File: src/rtl/add_pipe_pkg.sv
// add_pipe_pkg: shared constants, group lookahead helpers and parameter legality check
package add_pipe_pkg;
  localparam int GRP_W = 4;
  function automatic logic grp_gen(input logic [GRP_W-1:0] g, input logic [GRP_W-1:0] p);
    return g[3] | (p[3] & g[2]) | (p[3] & p[2] & g[1]) | (p[3] & p[2] & p[1] & g[0]);
  endfunction
  function automatic logic grp_prop(input logic [GRP_W-1:0] p);
    return &p;
  endfunction
  function automatic logic params_ok(input int width, input int stages);
    return width >= GRP_W && width % GRP_W == 0 && stages >= 1 &&
           stages <= width / GRP_W && (width / GRP_W) % stages == 0;
  endfunction
endpackage

File: src/rtl/cla_group.sv
// cla_group: 4-bit carry-lookahead slice producing sum plus group generate/propagate
module cla_group
  import add_pipe_pkg::*;
(
  input  logic [GRP_W-1:0] i_a,
  input  logic [GRP_W-1:0] i_b,
  input  logic             i_c,
  output logic [GRP_W-1:0] o_sum,
  output logic             o_g,
  output logic             o_p
);
  logic [GRP_W-1:0] w_g, w_p, w_c;
  assign w_g = i_a & i_b;
  assign w_p = i_a ^ i_b;
  assign w_c = {w_g[2] | (w_p[2] & w_g[1]) | (w_p[2] & w_p[1] & w_g[0]) | (w_p[2] & w_p[1] & w_p[0] & i_c),
                w_g[1] | (w_p[1] & w_g[0]) | (w_p[1] & w_p[0] & i_c),
                w_g[0] | (w_p[0] & i_c),
                i_c};
  assign o_sum = w_p ^ w_c;
  assign o_g = grp_gen(w_g, w_p);
  assign o_p = grp_prop(w_p);
endmodule

File: src/rtl/add_pipe.sv
// add_pipe: pipelined CLA adder/subtractor with valid/ready handshake.
// Define ADD_PIPE_SAT_EN to saturate sum on signed overflow.
module add_pipe
  import add_pipe_pkg::*;
#(
  parameter int WIDTH  = 16,
  parameter int STAGES = 2
) (
  input  logic             clk,
  input  logic             rst_n,
  input  logic             in_valid,
  output logic             in_ready,
  input  logic [WIDTH-1:0] a,
  input  logic [WIDTH-1:0] b,
  input  logic             cin,
  input  logic             sub,
  output logic             out_valid,
  input  logic             out_ready,
  output logic [WIDTH-1:0] sum,
  output logic             cout,
  output logic             ovf
);
  localparam int GPS = WIDTH / GRP_W / STAGES;
  localparam int SW  = GPS * GRP_W;
  logic w_adv;
  if (!params_ok(WIDTH, STAGES)) begin : g_bad
    $error("add_pipe: WIDTH must be a multiple of 4 and STAGES must divide WIDTH/4");
  end
  for (genvar k = 0; k < STAGES; k++) begin : g_st
    localparam int LO = k * SW;
    localparam int HI = LO + SW;
    logic [WIDTH-1:LO] w_a, w_b;
    logic [HI-1:0] w_s, w_s_nx, r_s;
    logic [SW-1:0] w_sg;
    logic [GPS-1:0] w_g, w_p;
    logic [GPS:0] w_c;
    logic w_ci, w_vi, r_c, r_v;
    if (k == 0) begin : g_in
      assign w_a = a;
      assign w_b = sub ? ~b : b;
      assign w_ci = sub | cin;
      assign w_vi = in_valid;
      assign w_s = w_sg;
    end else begin : g_in
      assign w_a = g_st[k-1].g_fwd.r_a;
      assign w_b = g_st[k-1].g_fwd.r_b;
      assign w_ci = g_st[k-1].r_c;
      assign w_vi = g_st[k-1].r_v;
      assign w_s = {w_sg, g_st[k-1].r_s};
    end
    for (genvar i = 0; i < GPS; i++) begin : g_grp
      cla_group u_grp (
        .i_a  (w_a[LO+i*GRP_W +: GRP_W]),
        .i_b  (w_b[LO+i*GRP_W +: GRP_W]),
        .i_c  (w_c[i]),
        .o_sum(w_sg[i*GRP_W +: GRP_W]),
        .o_g  (w_g[i]),
        .o_p  (w_p[i])
      );
    end
    // Each group carry is a flat sum of products over the stage's G/P, no ripple.
    always_comb begin
      logic cc, pp;
      w_c[0] = w_ci;
      for (int i = 0; i < GPS; i++) begin
        cc = w_g[i];
        pp = w_p[i];
        for (int j = i - 1; j >= 0; j--) begin
          cc = cc | (pp & w_g[j]);
          pp = pp & w_p[j];
        end
        w_c[i+1] = cc | (pp & w_ci);
      end
    end
    if (k < STAGES - 1) begin : g_fwd
      logic [WIDTH-1:HI] r_a, r_b;
      always_ff @(posedge clk or negedge rst_n)
        if (!rst_n) begin
          r_a <= '0;
          r_b <= '0;
        end else if (w_adv) begin
          r_a <= w_a[WIDTH-1:HI];
          r_b <= w_b[WIDTH-1:HI];
        end
      assign w_s_nx = w_s;
    end else begin : g_out
      logic w_ovf, r_ovf;
      // carry into MSB is a^b^s at the MSB; overflow when it differs from carry out
      assign w_ovf = w_a[WIDTH-1] ^ w_b[WIDTH-1] ^ w_s[WIDTH-1] ^ w_c[GPS];
`ifdef ADD_PIPE_SAT_EN
      assign w_s_nx = w_ovf ? {w_a[WIDTH-1], {(WIDTH-1){~w_a[WIDTH-1]}}} : w_s;
`else
      assign w_s_nx = w_s;
`endif
      always_ff @(posedge clk or negedge rst_n)
        if (!rst_n) r_ovf <= 1'b0;
        else if (w_adv) r_ovf <= w_ovf;
    end
    always_ff @(posedge clk or negedge rst_n)
      if (!rst_n) begin
        r_s <= '0;
        r_c <= 1'b0;
        r_v <= 1'b0;
      end else if (w_adv) begin
        r_s <= w_s_nx;
        r_c <= w_c[GPS];
        r_v <= w_vi;
      end
  end
  assign w_adv = !g_st[STAGES-1].r_v | out_ready;
  assign in_ready = w_adv;
  assign out_valid = g_st[STAGES-1].r_v;
  assign sum = g_st[STAGES-1].r_s;
  assign cout = g_st[STAGES-1].r_c;
  assign ovf = g_st[STAGES-1].g_out.r_ovf;
endmodule
File: config.mk
export PLATFORM = sky130hd
export DESIGN_NAME = add_pipe
export DESIGN_NICKNAME = d
export VERILOG_FILES = /design/src/rtl/add_pipe_pkg.sv /design/src/rtl/cla_group.sv /design/src/rtl/add_pipe.sv
export SDC_FILE = /design/constraint.sdc
export NUM_CORES = 1
export LEC_CHECK = 0
export CAP_MARGIN = 20
export CORE_MARGIN = 5
export CORE_UTILIZATION = 53
export CTS_BUF_LIST = sky130_fd_sc_hd__clkbuf_4 sky130_fd_sc_hd__clkbuf_8 sky130_fd_sc_hd__clkbuf_16
export DETAILED_ROUTE_END_ITERATION = 16
export GPL_ROUTABILITY_DRIVEN = 0
export PLACE_DENSITY = 0.94
export SLEW_MARGIN = 10
export SYNTH_ARGS = -nofsm -noshare
export SYNTH_HDL_FRONTEND = slang
export SYNTH_SLANG_ARGS = --single-unit
File: constraint.sdc
create_clock -name clk -period 4.3 [get_ports clk]
set_clock_uncertainty 0.05 [all_clocks]
set_input_delay 0.86 -clock clk [delete_from_list [all_inputs] [get_ports clk]]
set_output_delay 0.86 -clock clk [all_outputs]
set_load 0.02 [all_outputs]
==> results of run 1 <==
[cell type report]
cell class	count	area, um^2	area share, %
Sequential cell	45	1126	36.32
Clock inverter	1	5.005	0.1614
Timing Repair Buffer	61	608.1	19.61
Clock buffer	5	68.82	2.220
Tap cell	52	65.06	2.098
Multi-Input combinational cell	190	1209	38.98
Inverter	5	18.77	0.6053
[placed cells by master, fill, tap and decap left out, types with 5 or more instances in the layout]
cell	count
a21oi_1	14
clkbuf_8	5
clkdlybuf4s50_1	56
dfrtp_1	45
ha_1	16
nand2_1	72
nor2_1	15
o21ai_0	13
xnor2_1	12
xor2_1	15
[critical path, stage by stage]
cell,delay [ns]
clkdlybuf4s50_1,0.53
xor2_1,0.24
ha_1,0.29
o21ai_1,0.10
a211oi_2,0.34
a21oi_1,0.15
fa_1,0.44
xor2_1,0.17
a21oi_1,0.08
[layer usage]
metal,wire [um],track usage (%)
met1,2057,20.73
met2,2556,30.98
met3,316,5.504
met4,51,5.155
met5,0,0
[cells by family (layout without fill, tap and decap cells)]
family	Yosys count	count (layout)	synth area share (%)
and+or+nand+nor	97	97	16.21
AOI/OAI and AO/OA	46	46	12.40
DFF	45	45	47.07
xor gates and xnor gates	27	27	9.885
adders and majority gates	20	20	11.72
buffers and inverters	16	72	2.720
[flip-flops by register name, indices dropped and copies added, names as in the netlist]
register	cells
g_st.r_v	1
sum	16
g_st.g_fwd.r_a	8
cout	1
out_valid	1
ovf	1
g_st.r_s	8
g_st.r_c	1
g_st.g_fwd.r_b	8
[report_power, final]
group	total, mW	switching [mW]	leakage [nW]	internal [mW]
Sequential	0.613	0.0705	0.531	0.543
Clock	0.241	0.134	0.0399	0.107
Combinational	0.611	0.312	0.877	0.299
[worst max path at each step]
stage                     from              to  slack, ns  cells past startpoint
after global routing       sub  g_st[0].r_s[5]       1.05                      9
final                      sub  g_st[0].r_s[5]       1.22                      9
after detailed placement   sub  g_st[0].r_s[7]       0.89                      9
after floorplan            sub  g_st[0].r_s[5]       1.31                     10
after global placement     sub  g_st[0].r_s[5]       1.01                      9
after CTS                  sub  g_st[0].r_s[7]       1.21                      9
==> flow_summary.ini, run 1 <==
[run_status]
run_status = finished clean

[floorplan]
initial_core_util_pct = 54.94
chipHeight_um = 77.19
dieArea_um2 = 5958
die_w_um = 77.19
core_area_um2 = 4354
ios = 58
rows = 24

[setup_path]
start_kind = primary input
reg2reg_depth = 7
end_kind = flop
rrSetupSlack_ns = 2.15
crit_arrival_ns = 3.20
path_class = in2reg
timing.rr.end = sum[13]
crit_fanout = 6
crit_required_ns = 4.42
reg2reg_from = g_st[0].g_fwd.r_a[8]

[clock_tree]
clockRootBuffer = clkbuf_8
cts_tree = yes
htree_levels = 2
clock_sinks = 45
post_cts_resized = 0
cts.clk_slew.worst_paths_ns = 0.08
postCtsSetupBuffers = 0
hold_buffers = 0
cts_buffers = 5
clk_latency_ns = 0.29
clk_path_buf_depth = 2

[detailed_routing]
first_iter_violations = 113
vias = 1901
post_drt_wl_per_cell_um = 13.88
dr.pass1.iters = 4
postRouteAntennaNets = 0
routed_via_density = 5.295
drcViolationCount = 0
drt-total-wl_mm = 4.983

[timing]
hold_viol_final = 0
finalSetupViolations = 0
post-route-period-util_pct = 71.72
worst_pin_slew_ns = 0.4345
rsz0062_at_grt = false
holdWs_ns = 0.3446
fin_setup_tns_ns = 0
fmax_mhz = 324.2
fin_ws_ns = 1.216
drv_slew = 0
timing.final.crit_period_ns = 3.084
relSlewSlack_pct = 71.03

[global_routing]
grt_max_degree = 49
antenna_found_initial = 0
first_global_vias = 1980
grt.total_usage_pct = 17.73
grt_overflow = 0
grt_pass1_wl_mm = 8.611

[logic_synthesis]
synth_top_area_share_pct = 47.07
avgSynthCellArea_um2 = 9.531
ys_seq_elements = 45
synth_common_cells = nand2_1 (72), dfrtp_1 (45), ha_1 (16)
synth_area_leader_cell = dfrtp_1
synth_area_leaders = dfrtp_1 (47%), nand2_1 (11%), ha_1 (8.4%)
ys_types = 36
synthArstFlopShare_pct = 100.0
syn_area_um2 = 2392
syn_nets = 309
ys.warnings.count = 0
synth.most_common_cell = nand2_1
syn_inst = 251
synthFlopType = dfrtp_1
seq_area_frac_synth_pct = 47.07
synth_edf_count = 0

[place]
port_buffers = 57
placedCellCount = 352
place.detailed.hpwl_mm = 3.779
place_area_um2 = 3007
dp_slack_ns = 0.8936

[flow_run]
maxCapViolations = 0

[final_layout]
fill_cells = 321
area_growth_pct = 29.60
antenna_cells = 0
fin_util_pct = 71.21
nets = 366
design_area_um2 = 3100
drive_above_1_share_pct = 5.863
finalNonFillerCells = 359

[power]
peakVddDrop_v = 0.0002257
power.leakage_nw = 1.448
power_mw = 1.465
power_density_nw_per_um2 = 472.4

[hold_path]
hold_path.class = in2async
No activity file was read; power rests on OpenSTA's default activity.
==> inputs of run 2 (changes only) <==
- CORE_UTILIZATION: 53 -> 49
- PLACE_DENSITY: 0.94 -> 0.88
- clock period: 4.3 -> 3.1 ns (I/O delays scaled with it)
==> run 2 against run 1 <==
Non-clock buffer count increased by 2. Critical endpoint is now g_st[0].r_s[7]. Clock power increased by 45%. Wire length increased by 4.8%. Flip-flop and latch count unchanged. Worst setup slack got worse by 0.92 ns. Largest power group is now combinational logic. Critical path depth unchanged. Global-route usage increased by 0.35 points.
==> flow_summary.ini, run 2 (synthesis results as in run 1) <==
[floorplan]
rows = 25
ios = 58
chipHeight_um = 79.87
die_w_um = 79.87
core_area_um2 = 4723
initial_core_util_pct = 50.65
dieArea_um2 = 6379

[setup_path]
rrSetupSlack_ns = 0.93
timing.rr.end = sum[13]
path_class = in2reg
crit_buf_inv = 2
reg2reg_depth = 7
crit_arrival_ns = 2.92
crit_fanout = 7
reg2reg_from = g_st[0].g_fwd.r_a[8]
cp_top_family = buffers and inverters
start_kind = primary input
cp_slowest_stage_delay_ns = 0.60
crit_required_ns = 3.21
slowest_stage = clkdlybuf4s50_1
cp_cell_sequence = clkdlybuf4s50_1 > buf_4 > xor2_1 > ha_1 > a21o_1 > a31o_2 > a31oi_1 > xor2_1 > a21oi_1
cpMostUsedCell = xor2_1
end_kind = flop

[final_layout]
area_growth_pct = 31.54
drive_above_1_share_pct = 7.074
nets = 368
multi_input_area_um2 = 1209
regArea_um2 = 1126
final_common_cell = nand2_1
fill_cells = 406
antenna_cells = 0
largest_reg_flops = 16
mostFrequentLayoutCells = nand2_1 (72), clkdlybuf4s50_1 (56), dfrtp_1 (45)
finalNonFillerCells = 378

[hold_path]
hold_path.class = in2async

[timing]
timing.final.crit_period_ns = 2.804
relSlewSlack_pct = 71.16
post-route-period-util_pct = 90.46
hold_viol_final = 0
finalSetupViolations = 0
rsz0062_at_grt = false
fin_setup_tns_ns = 0
fmax_mhz = 356.6
worst_pin_slew_ns = 0.4326
drv_slew = 0

[global_routing]
grt_max_degree = 49
first_global_vias = 1946
antenna_found_initial = 0
grt_pass1_wl_mm = 8.963
grt_overflow = 0
grt.total_usage_pct = 18.08

[place]
placedCellCount = 369
place.detailed.hpwl_mm = 4.014
port_buffers = 57

[clock_tree]
clk_latency_ns = 0.29
postCtsSetupBuffers = 0
clockRootBuffer = clkbuf_8
post_cts_resized = 0
hold_buffers = 0
clock_sinks = 45
cts.clk_slew.worst_paths_ns = 0.08
clk_path_buf_depth = 2
htree_levels = 2
cts_tree = yes
cts_buffers = 5

[detailed_routing]
postRouteAntennaNets = 0
routed_via_density = 4.979
post_drt_wl_per_cell_um = 13.82
vias = 1882
dr.pass1.iters = 4
drcViolationCount = 0
first_iter_violations = 87
drt-total-wl_mm = 5.223

[power]
power_mw = 2.065
peakVddDrop_v = 0.0002574
power.leakage_nw = 1.462
power_density_nw_per_um2 = 656.4

[flow_run]
maxCapViolations = 0

[run_status]
run_status = finished clean
## run 2: cell type report
type / count / area share [%]
repair buffers: 63 / 19.80
clock inverters: 3 / 0.5567
inverters: 5 / 0.5964
clock buffers: 5 / 2.187
multi-input cells: 190 / 38.41
well taps: 67 / 2.664
flip-flops and latches: 45 / 35.79
## run 2: report_power, final
part | switching, mW | internal (mW) | total, mW
Sequential | 0.101 | 0.753 | 0.853
Clock | 0.193 | 0.156 | 0.349
Combinational | 0.444 | 0.419 | 0.863
Total | 0.738 | 1.33 | 2.07
## run 2: per-layer routing
layer	GRT usage (%)	wire (um)
met5	0	0
met3	5.192	345
met1	22.17	2169
met4	4.561	58
met2	31.22	2650
## run 2: how the worst max path moves through the flow
stage | startpoint | cells after the start | end | slack [ns]
after floorplan | sub | 10 | g_st[0].r_s[5] | 0.35
after global placement | sub | 9 | g_st[0].r_s[7] | 0.15
after detailed placement | sub | 9 | g_st[0].r_s[7] | 0.01
after CTS | sub | 9 | g_st[0].r_s[7] | 0.33
after global routing | sub | 9 | g_st[0].r_s[7] | 0.19
final | sub | 9 | g_st[0].r_s[7] | 0.30
## run 2: worst reg2reg max path: cells and delay by family, from the launching register on
kind            cells  cell delay (ns)
compound gates      4             0.72
xor+xnor            1             0.15
fa+ha+maj           2             0.70
flops               1             0.42
## run 2: metrics by stage
| stage | hold slack (ns) | setup WS (ns) | util [%] | area, um^2 |
|---|---|---|---|---|
| detailed placement | 0.3982 | 0.01329 | 64.37 | 3040 |
| global route | 0.1164 | 0.1899 | 66.62 | 3147 |
| global placement | 0.3924 | 0.1483 | 64.37 | 3040 |
| floorplan | 0.2744 | 0.3454 | - | 2392 |
| CTS | 0.4192 | 0.3252 | 66.20 | 3127 |
| finish | 0.1169 | 0.2958 | 66.62 | 3147 |
